==> config.mk <==
export PLATFORM = sky130hd
export DESIGN_NAME = rfft_4pt_ctrl
export DESIGN_NICKNAME = d
export VERILOG_FILES = /design/src/rtl/rfft_4pt_ctrl.sv
export SDC_FILE = /design/constraint.sdc
export NUM_CORES = 1
export LEC_CHECK = 0
export ABC_CLOCK_PERIOD_IN_PS = 1800
export BUFFER_PORTS_ARGS = -buffer_cell sky130_fd_sc_hd__buf_2
export CORE_MARGIN = 1
export CORE_UTILIZATION = 39
export DETAILED_ROUTE_END_ITERATION = 12
export PLACE_DENSITY = 0.87
export SYNTH_ARGS = -nofsm -noshare
export SYNTH_HDL_FRONTEND = slang
export SYNTH_SLANG_ARGS = --single-unit
==> constraint.sdc <==
create_clock -name clk -period 1.8 [get_ports clk]
set_clock_uncertainty 0.15 [all_clocks]
set_input_delay 0.36 -clock clk [delete_from_list [all_inputs] [get_ports clk]]
set_output_delay 0.36 -clock clk [all_outputs]
set_load 0.02 [all_outputs]
==> src/rtl/rfft_4pt_ctrl.sv <==
// Sequencer for a 4-point real-FFT datapath: a three-cycle schedule S1 -> S2A -> S2B, then DONE.
// Optional build macro RFFT_CTRL_INV_EN enables the inverse-transform (conjugate twiddle) request.
module rfft_4pt_ctrl (
  input  logic        clk,
  input  logic        rst_n,
  input  logic        start,
  input  logic        clr,
  input  logic        inv,
  output logic        ready,
  output logic        done,
  output logic        m0,
  output logic        m11,
  output logic        m14,
  output logic [1:0]  m12,
  output logic [1:0]  m13,
  output logic        m21,
  output logic        m22,
  output logic        m23,
  output logic        m24,
  output logic [15:0] w_r,
  output logic [15:0] w_i,
  output logic        en,
  output logic [7:0]  frame_cnt
);

  typedef enum logic [2:0] {IDLE, S1, S2A, S2B, DONE} state_t;

  localparam logic [15:0] W_ONE     = 16'h4000;  // +1.0 in Q1.14
  localparam logic [15:0] W_ZERO    = 16'h0000;
  localparam logic [15:0] W_NEG_ONE = 16'hC000;  // -1.0 in Q1.14

  state_t state, next_state;
  logic   inv_q;

  // NOTE: sequential state uses non-blocking assignments so every register samples pre-edge values.
  always_ff @(posedge clk or negedge rst_n) begin
    if (!rst_n) state <= IDLE;
    else        state <= next_state;
  end

  // NOTE: next_state gets a default first so no path through the case can infer a latch.
  always_comb begin
    next_state = state;
    case (state)
      IDLE:    if (start) next_state = S1;
      S1:      next_state = S2A;
      S2A:     next_state = S2B;
      S2B:     next_state = DONE;
      DONE:    next_state = start ? S1 : IDLE;
      default: next_state = IDLE;
    endcase
    if (clr) next_state = IDLE;
  end

  // Counts entries into DONE; an abort out of S2B must not count.
  always_ff @(posedge clk or negedge rst_n) begin
    if (!rst_n)                     frame_cnt <= 8'd0;
    else if (state == S2B && !clr) frame_cnt <= frame_cnt + 8'd1;
  end

`ifdef RFFT_CTRL_INV_EN
  logic accept;
  assign accept = start && !clr && (state == IDLE || state == DONE);

  // inv is only sampled on acceptance so it stays fixed for the whole transform.
  always_ff @(posedge clk or negedge rst_n) begin
    if (!rst_n)      inv_q <= 1'b0;
    else if (accept) inv_q <= inv;
  end
`else
  logic unused_inv;
  assign unused_inv = inv;
  assign inv_q      = 1'b0;
`endif

  // Moore decode: every output depends on the current state only.
  always_comb begin
    ready = 1'b0;
    done  = 1'b0;
    m0    = 1'b0;
    m11   = 1'b0;
    m12   = 2'd0;
    m13   = 2'd0;
    m14   = 1'b0;
    m21   = 1'b0;
    m22   = 1'b0;
    m23   = 1'b0;
    m24   = 1'b0;
    w_r   = W_ONE;
    w_i   = W_ZERO;
    en    = 1'b0;
    case (state)
      IDLE: ready = 1'b1;
      DONE: begin
        ready = 1'b1;
        done  = 1'b1;
      end
      S1: begin
        m12 = 2'd2;
        m13 = 2'd1;
        m14 = 1'b1;
        m23 = 1'b1;
        m24 = 1'b1;
        en  = 1'b1;
      end
      S2A: begin
        m0  = 1'b1;
        m12 = 2'd1;
        m13 = 2'd2;
        m14 = 1'b1;
        m23 = 1'b1;
        m24 = 1'b1;
        en  = 1'b1;
      end
      S2B: begin
        m0  = 1'b1;
        m11 = 1'b1;
        m21 = 1'b1;
        m22 = 1'b1;
        w_r = W_ZERO;
        w_i = inv_q ? W_ONE : W_NEG_ONE;
        en  = 1'b1;
      end
      default: ready = 1'b0;
    endcase
  end

endmodule

==> results of run 1 <==
-- state kept, by name, summed over array words and instances, names as in the netlist --
register / flops
state: 3
frame_cnt: 8
-- cell families after synthesis --
kind of cell | Yosys count
buffers and inverters | 40
and+or+nand+nor | 19
DFF | 11
xor gates and xnor gates | 8
adders and majority gates | 1
other | 1
AOI/OAI and AO/OA | 1
muxes | 1
-- cells in the mapped netlist, drive strengths merged --
library cell,count
nor2,3
ha,1
mux2,1
nor3,3
and3,2
xor2,1
and2,1
a21oi,1
conb,1
buf,38
xnor2,7
dfrtp,11
and4bb,1
nor2b,1
nand4,4
nand2,3
inv,2
nor3b,1
-- power breakdown --
group          internal (uW)  leakage [uW]  total [uW]  switching, uW
clock                   85.9     0.0000150         166           80.6
sequential               276      0.000145         314           38.0
combinational            100      0.000341         325            224
total                    463      0.000501         805            343
-- final cells by class --
class	count	area, sq um
well taps	25	31.3
multi-input cells	59	332
flip-flops and latches	11	279
clock buffers	4	26.3
fillers	170	961
repair buffers	31	165
inverters	2	7.51
-- metal layers --
layer	wire [um]	global-route usage	vias up
met2	676	0.194	30
met5	0	0	-
li1	-	-	246
met4	11	0.0686	0
met1	433	0.112	248
met3	112	0.0731	2
-- cell usage in the layout (no fill, tap or decap), types with 2 or more instances in the layout --
cell type,instances
nor2_1,3
buf_2,28
nand2_1,3
nor3_1,3
dfrtp_1,8
nand4_1,4
clkbuf_4,3
xnor2_1,7
dfrtp_2,3
buf_4,2
and3_1,2
conb_1,29
-- per-stage QoR --
stage / std cells / total power, uW / util
floorplan: 110 / 618 / -
global placement: 125 / 625 / 0.431
detailed placement: 125 / 634 / 0.431
CTS: 130 / 805 / 0.451
global route: 132 / 862 / 0.467
finish: 132 / 805 / 0.467
-- worst min path at each step --
stage,to,slack (ns),from,cells after the start
6_report,state[1],0.12,clr,2
5_1_grt,state[0],0.11,clr,2
3_5_place_dp,frame_cnt[6],0.09,rst_n,1
2_1_floorplan,frame_cnt[0],-0.09,rst_n,0
4_1_cts,state[0],0.10,clr,2
3_3_place_gp,frame_cnt[7],0.08,rst_n,1
-- worst max-delay path: stages, from the launching register on --
cell     delay [ns]
dfrtp_2        0.45
nor2_1         0.20
and2_1         0.14
buf_2          0.15
-- timing repair --
item | 4_1_cts | 5_1_grt
setup buffers | 0 | 2
hold buffers | 1 | 0
resized for setup | 0 | 5
setup endpoints to repair | 0 | 11
endpoints found under the hold margin | 11 | 0
==> out/qor.yml, run 1 <==
rr_endpoint: "frame_cnt[1]"
num_rows: 15
stdcell_area_sq_um: 841
grt_pass1_wl_um: 1690
worstSkewPairLatency_ns: 0.27
drc: 0
final_layout_size_suffix_gt1_frac: 0.374
clock-sinks: 11
slew_viol_final: 0
gp_congestion: 0.741
avgViaCountPerCell: 3.98
worstPathMaxFanout: 7
ir_drop_mv: 0.372
r2r_cells: 3
period_minus_slack_ns: 1.73
max_freq_mhz: 579
synth_seq_cells: 11
status: "finished clean"
critPathCaptureType: "output port"
synth_top_family_by_area: "buffers and inverters"
antenna_found_initial: 0
cts_root_buf: "clkbuf_4"
synth.largest_area_cell: "buf_4"
worstSetupStartpointType: "register"
yosys.cell_types.count: 19
setup_viol_count_final: 0
wl_um: 1230
synth_simple_gate_area_frac: 0.137
endpoint: "done"
synth.area.top_cells: "buf_4 35%, dfrtp_1 35%, xnor2_1 7.8%, nand4_1 3.2%, nor3_1 1.9%"
hpwl_um: 947
wl_per_cell_um: 9.34
die-area_sq_um: 2200
rsz0062_at_grt: "true"
grt_max_degree: 12
start_util: 0.436
netlist_area_sq_um: 786
finalWorstSetupSlack_ns: 0.0727
synth.yosys.seq_area_share: 0.350
finalHoldViolations: 0
numCtsBuffers: 3
portBuffers: 28
clk_pin_slew_ns: 0.06
syn2layout_area_growth_pct: 7.01
drt_iter0_markers: 1
min-delay-path-class: "primary input to register"
syn_avg_cell_area_sq_um: 9.58
place_area_sq_um: 776
die_y_um: 46.9
yosysWarnings: 0
num_vias: 526
hold_slack_ns: 0.119
cts_tree: "done"
yosys-mux-area-fraction: 0.0191
finalNetCount: 114
maxCapViolations: 0
grtUsageTotal: 0.118
drt_pass1_iterations: 3
clockBufferDepth: 2
synthCells: 82
synth-compound-area-share: 0.00637
core_area_sq_um: 1800
n_antenna_cell: 0
fp.dieW_um: 46.9
grt_pass1_vias: 397
synthAdderAreaFrac: 0.0159
yosysTopAreaCellShare: 0.354
io_pins: 59
startpoint: "state[0]"
h-tree-depth: 1
synthXorXnorAreaFrac: 0.0892
pre_cts_slack_ns: 0.231
gr-total-overflow: 0
p_per_area_nw_per_um2: 958
fin_tns_setup_ns: 0
rrSetupSlack_ns: 0.12
ant_nets: 0
worstPathArrival_ns: 1.22
timing.rr.start: "state[2]"
p_leak_uw: 0.000501
cp.required_ns: 1.29
finalCritPeriodShare: 0.960
critPathKind: "register to output port"
Note: power is estimated with default switching activity, not from simulation.
==> inputs of run 2 (changes only) <==
--- a/config.mk
+++ b/config.mk
@@ -5,12 +5,14 @@
 export SDC_FILE = /design/constraint.sdc
 export NUM_CORES = 1
 export LEC_CHECK = 0
+export ABC_AREA = 1
 export ABC_CLOCK_PERIOD_IN_PS = 1800
 export BUFFER_PORTS_ARGS = -buffer_cell sky130_fd_sc_hd__buf_2
 export CORE_MARGIN = 1
-export CORE_UTILIZATION = 39
+export CORE_UTILIZATION = 40
 export DETAILED_ROUTE_END_ITERATION = 12
-export PLACE_DENSITY = 0.87
+export PLACE_DENSITY = 0.86
+export SLEW_MARGIN = 20
 export SYNTH_ARGS = -nofsm -noshare
 export SYNTH_HDL_FRONTEND = slang
 export SYNTH_SLANG_ARGS = --single-unit
==> out/qor.yml, run 2 <==
final_common_cell: "conb_1"  # unchanged
critPathCaptureType: "output port"  # unchanged
fp.dieW_um: 48.8  # was 46.9 um
synth.largest_area_cell: "buf_4"  # unchanged
p_per_area_nw_per_um2: 935  # was 958 nW/um^2
ir_drop_mv: 0.372  # about the same
core_area_sq_um: 2000  # was 1800 sq um
rsz0062_at_grt: "true"  # unchanged
maxCapViolations: 0  # unchanged
wl_um: 1410  # was 1230 um
grtUsageTotal: 0.124  # was 0.118
synth-edff-count: 0  # unchanged
rrSetupSlack_ns: 0.28  # was 0.12 ns
antenna_found_initial: 0  # unchanged
worstSkewPairLatency_ns: 0.27  # about the same
p_leak_uw: 0.000561  # was 0.000501 uW
die-area_sq_um: 2380  # was 2200 sq um
numCtsBuffers: 3  # unchanged
drc: 0  # unchanged
worstPathArrival_ns: 1.24  # was 1.22 ns
cts_root_buf: "clkbuf_4"  # unchanged
clockBufferDepth: 2  # unchanged
finalPower_uw: 873  # was 805 uW
drt_iter0_markers: 2  # was 1
gr-total-overflow: 0  # unchanged
reg_top3: "frame_cnt (8), state (3)"  # unchanged
finalWorstSetupSlack_ns: 0.0483  # was 0.0727 ns
final_util: 0.466  # was 0.467
hold_slack_ns: 0.159  # was 0.119 ns
fillers: 222  # was 170
avgViaCountPerCell: 4.08  # was 3.98
finalHoldViolations: 0  # unchanged
slew_viol_final: 0  # unchanged
fin_tns_setup_ns: 0  # unchanged
min-delay-path-class: "primary input to register"  # unchanged
yosysWarnings: 0  # unchanged
die_y_um: 48.8  # was 46.9 um
cp.required_ns: 1.29  # about the same
portBuffers: 28  # unchanged
n_antenna_cell: 0  # unchanged
gp_congestion: 0.778  # was 0.741
yosysTopAreaCellShare: 0.318  # was 0.354
grt_max_degree: 12  # unchanged
synth_seq_cells: 11  # unchanged
drt_pass1_iterations: 2  # was 3
period_minus_slack_ns: 1.75  # was 1.73 ns
largest-register: "frame_cnt"  # unchanged
pre_cts_slack_ns: 0.242  # was 0.231 ns
cts_tree: "done"  # unchanged
clk_pin_slew_ns: 0.06  # about the same
setup_viol_count_final: 0  # unchanged
grt_pass1_wl_um: 2240  # was 1690 um
status: "finished clean"  # unchanged
largest_register_ff_count: 8  # unchanged
worstPathMaxFanout: 4  # was 7
netlist_area_sq_um: 875  # was 786 sq um
worstSetupStartpointType: "register"  # unchanged
syn2layout_area_growth_pct: 6.72  # was 7.01%
num_rows: 16  # was 15
layout_common_cells: "29 x conb_1, 27 x buf_2, 26 x nand2_1, 11 x dfrtp_1"  # was 29 x conb_1, 28 x buf_2, 8 x dfrtp_1, 7 x xnor2_1, 4 x nand4_1
synth.yosys.seq_area_share: 0.315  # was 0.350
grt_pass1_vias: 557  # was 397
syn_avg_cell_area_sq_um: 7.54  # was 9.58 sq um
synth_flop_cell: "dfrtp_1"  # unchanged
clock-sinks: 11  # unchanged
synthArstFlopShare: 1.00  # unchanged
synthCells: 116  # was 82
hpwl_um: 1100  # was 947 um
io_pins: 59  # unchanged
yosys-top-cells-count: "37 x buf_4, 26 x nand2_1, 11 x dfrtp_1, 10 x inv_1, 10 x nor2_1"  # was 37 x buf_4, 11 x dfrtp_1, 7 x xnor2_1, 4 x nand4_1
finalNetCount: 148  # was 114
ant_nets: 0  # unchanged
synth_most_common_cell: "buf_4"  # unchanged
num_vias: 686  # was 526
critPathKind: "register to output port"  # unchanged
synth.area.top_cells: "buf_4 32%, dfrtp_1 31%, nand2_1 11%, inv_1 4.3%, nor2_1 4.3%"  # was buf_4 35%, dfrtp_1 35%, xnor2_1 7.8%, nand4_1 3.2%, nor3_1 1.9%
finalCritPeriodShare: 0.973  # was 0.960
max_freq_mhz: 571  # was 579 MHz
final_layout_size_suffix_gt1_frac: 0.284  # was 0.374
h-tree-depth: 1  # unchanged
start_util: 0.437  # was 0.436
wl_per_cell_um: 8.40  # was 9.34 um
yosys.cell_types.count: 19  # unchanged
[run 2: cell count changes in the layout (fill, tap and decap cells not counted), sizes merged, moves of 2 or more]
cell	before	now
o21ai	0	5
xnor2	7	1
nand4	4	1
nand2	3	28
nand3b	0	2
nand3	0	2
inv	2	11
nor2	3	11
and3	2	0
[run 2: final cells by class]
type / instances / area (sq um) / area share
timing repair buffer: 30 / 160 / 0.172
clock buffer: 4 / 26.3 / 0.0282
inverter: 11 / 41.3 / 0.0442
tap: 27 / 33.8 / 0.0362
multi-input combinational: 85 / 397 / 0.425
sequential: 11 / 275 / 0.295
[run 2: repair_timing]
action	CTS	global route
buffers inserted	0	1
hold endpoints to repair	11	0
hold buffers	1	0
pin swaps	0	1
setup endpoints to repair	3	11
gates resized for setup	1	4
[run 2: logic make-up (layout without fill, tap and decap cells)]
group / count (synthesis) / in the layout / synth area share
compound gates: 6 / 6 / 0.0343
flops: 11 / 11 / 0.315
simple gates: 47 / 47 / 0.247
other cells: 1 / 29 / 0.00429
xor+xnor: 2 / 2 / 0.0200
fa+ha+maj: 1 / 1 / 0.0143
buf+inv: 48 / 45 / 0.365
[run 2: layer usage]
metal	wire (um)	global-route usage
met3	145	0.0283
met1	573	0.135
met4	17	0.0735
met5	0	0
met2	675	0.218
[run 2: path summary, 6_finish.rpt]
path                                     end          from  cells past startpoint
worst max-delay path                     m23      state[2]                      4
worst min-delay path                state[1]           clr                      2
worst max register to register  frame_cnt[4]      state[2]                      7
worst min register to register  frame_cnt[6]  frame_cnt[6]                      2
max in group asynchronous       frame_cnt[0]         rst_n                      2
min in group asynchronous       frame_cnt[4]         rst_n                      2
[run 2: critical path: stages (launching register included)]
cell and delay (ns):
dfrtp_1 0.43, inv_2 0.11, nand2_4 0.08, o21ai_2 0.17
buf_2 0.19
[run 2: metrics by stage]
stage               instances  instance area [sq um]
global placement          162                    876
finish                    168                    933
detailed placement        162                    876
global route              168                    933
CTS                       167                    916
floorplan                 144                    980
[run 2: report_power, final]
| group | switching (uW) | total [uW] | internal (uW) | leakage (uW) |
|---|---|---|---|---|
| clock | 84.1 | 170 | 85.9 | 0.0000150 |
| combinational | 265 | 378 | 113 | 0.000400 |
| sequential | 43.0 | 325 | 282 | 0.000147 |
==> inputs of run 3 (changes only) <==
--- a/config.mk
+++ b/config.mk
@@ -12,7 +12,7 @@
 export CORE_UTILIZATION = 40
 export DETAILED_ROUTE_END_ITERATION = 12
 export PLACE_DENSITY = 0.86
-export SLEW_MARGIN = 20
+export RECOVER_POWER = 25
 export SYNTH_ARGS = -nofsm -noshare
 export SYNTH_HDL_FRONTEND = slang
 export SYNTH_SLANG_ARGS = --single-unit
==> out/qor.yml, run 3 (same netlist as run 2, synthesis figures left out) <==
status: "finished clean"  # unchanged
final_util: 0.466  # about the same
ir_drop_mv: 0.372  # about the same
maxCapViolations: 0  # unchanged
clk_pin_slew_ns: 0.06  # about the same
worstSetupStartpointType: "register"  # unchanged
fillers: 223  # was 222
die-area_sq_um: 2380  # unchanged
clock-sinks: 11  # unchanged
portBuffers: 28  # unchanged
avgViaCountPerCell: 4.08  # unchanged
antenna_found_initial: 0  # unchanged
path_cells: "inv_2 -> nand2_4 -> o21ai_2 -> buf_2"  # unchanged
gr-total-overflow: 0  # unchanged
num_rows: 16  # unchanged
ant_nets: 0  # unchanged
p_clk_frac: 0.195  # about the same
placed_cells: 162  # unchanged
final_layout_size_suffix_gt1_frac: 0.277  # was 0.284
swShare: 0.449  # about the same
worstPathArrival_ns: 1.24  # about the same
fp.dieW_um: 48.8  # unchanged
critPathCaptureType: "output port"  # unchanged
final_common_cell: "conb_1"  # unchanged
grt_pass1_vias: 557  # unchanged
io_pins: 59  # unchanged
rsz0062_at_grt: "true"  # unchanged
relSlewSlack: 0.605
tightest_slew_ns: 0.592
fin_tns_setup_ns: 0  # unchanged
drc: 0  # unchanged
largest-register: "frame_cnt"  # unchanged
combPwrFrac: 0.433  # about the same
reg_top3: "frame_cnt (8), state (3)"  # unchanged
largest_register_ff_count: 8  # unchanged
setup_viol_count_final: 0  # unchanged
worstSkewPairLatency_ns: 0.27  # about the same
rrSetupSlack_ns: 0.28  # about the same
h-tree-depth: 1  # unchanged
crit_path_top_delay_cell: "dfrtp_1"  # unchanged
cp.required_ns: 1.29  # about the same
die_y_um: 48.8  # unchanged
drt_iter0_markers: 2  # unchanged
finalHoldViolations: 0  # unchanged
cts_root_buf: "clkbuf_4"  # unchanged
core_area_sq_um: 2000  # unchanged
cts_tree: "done"  # unchanged
grtUsageTotal: 0.124  # unchanged
period_minus_slack_ns: 1.75  # unchanged
finalNetCount: 148  # unchanged
power_frac_seq: 0.373  # about the same
hpwl_um: 1100  # unchanged
syn2layout_area_growth_pct: 6.58  # was 6.72%
p_leak_uw: 0.000559  # was 0.000561 uW
max_freq_mhz: 571  # unchanged
n_antenna_cell: 0  # unchanged
intPower_uw: 481  # about the same
numCtsBuffers: 3  # unchanged
drt_pass1_iterations: 2  # unchanged
grt_max_degree: 12  # unchanged
gp_congestion: 0.778  # unchanged
wl_um: 1410  # about the same
min-delay-path-class: "primary input to register"  # unchanged
instances_no_fill: 168  # unchanged
critPathKind: "register to output port"  # unchanged
start_util: 0.437  # unchanged
worstPathMaxFanout: 4  # unchanged
p_per_area_nw_per_um2: 936  # was 935 nW/um^2
power_switching_uw: 392  # about the same
wl_per_cell_um: 8.39  # was 8.40 um
max_stage_delay_ns: 0.43  # about the same
slew_viol_final: 0  # unchanged
layout_common_cells: "29 x conb_1, 26 x nand2_1, 26 x buf_2, 11 x dfrtp_1"  # was 29 x conb_1, 27 x buf_2, 26 x nand2_1, 11 x dfrtp_1
num_vias: 686  # unchanged
grt_pass1_wl_um: 2240  # unchanged
clockBufferDepth: 2  # unchanged
finalCritPeriodShare: 0.973  # unchanged
==> run 3: critical path: cells and delay by family (launching register included) <==
family,cells,cell delay [ns]
flops,1,0.43
compound gates,1,0.17
buf+inv,2,0.30
simple gates,1,0.08
==> run 3: final timing paths <==
| check | startpoint | end | depth (start not counted) |
|---|---|---|---|
| max | state[2] | m23 | 4 |
| min | clr | state[1] | 2 |
| max reg2reg | state[2] | frame_cnt[4] | 7 |
| min reg2reg | frame_cnt[6] | frame_cnt[6] | 2 |
| max in group asynchronous | rst_n | frame_cnt[0] | 2 |
| min in group asynchronous | rst_n | frame_cnt[4] | 2 |
==> run 3: cell type report <==
class	instances	area, sq um	share of cell area
tap	27	33.8	0.0362
timing repair buffer	30	159	0.170
clock buffer	4	26.3	0.0282
multi-input combinational	85	397	0.426
sequential	11	275	0.295
inverter	11	41.3	0.0443
==> run 3: per-layer routing <==
metal | track usage | vias up | routed length [um]
met1 | 0.135 | 298 | 571
met4 | 0.0735 | 0 | 17
met2 | 0.218 | 45 | 675
met3 | 0.0283 | 2 | 145
met5 | 0 | - | 0
li1 | - | 341 | -
==> run 3: power by group through the flow <==
stage / Clock, uW / Combinational, uW / Sequential [uW]
3_5_place_dp: 0 / 371 / 328
4_1_cts: 172 / 375 / 324
2_1_floorplan: 0 / 306 / 357
3_3_place_gp: 0 / 360 / 326
5_1_grt: 177 / 405 / 331
6_report: 170 / 377 / 325
==> run 3: timing repair <==
action                                  CTS  global route
buffers inserted                          0             1
endpoints found under the setup margin    3            11
endpoints found under the hold margin    11             0
pin swaps                                 0             1
hold buffers                              1             0
gates resized for setup                   1             4
==> run 3: through the flow <==
step	setup WS (ns)	total power [uW]	hold WS, ns	area (sq um)
6_report	0.0483	873	0.159	932
5_1_grt	-0.00787	913	0.176	932
4_1_cts	0.00955	871	0.160	916
3_5_place_dp	0.242	699	0.0918	876
3_3_place_gp	0.264	687	0.0885	876
2_1_floorplan	0.0332	663	-0.0856	980
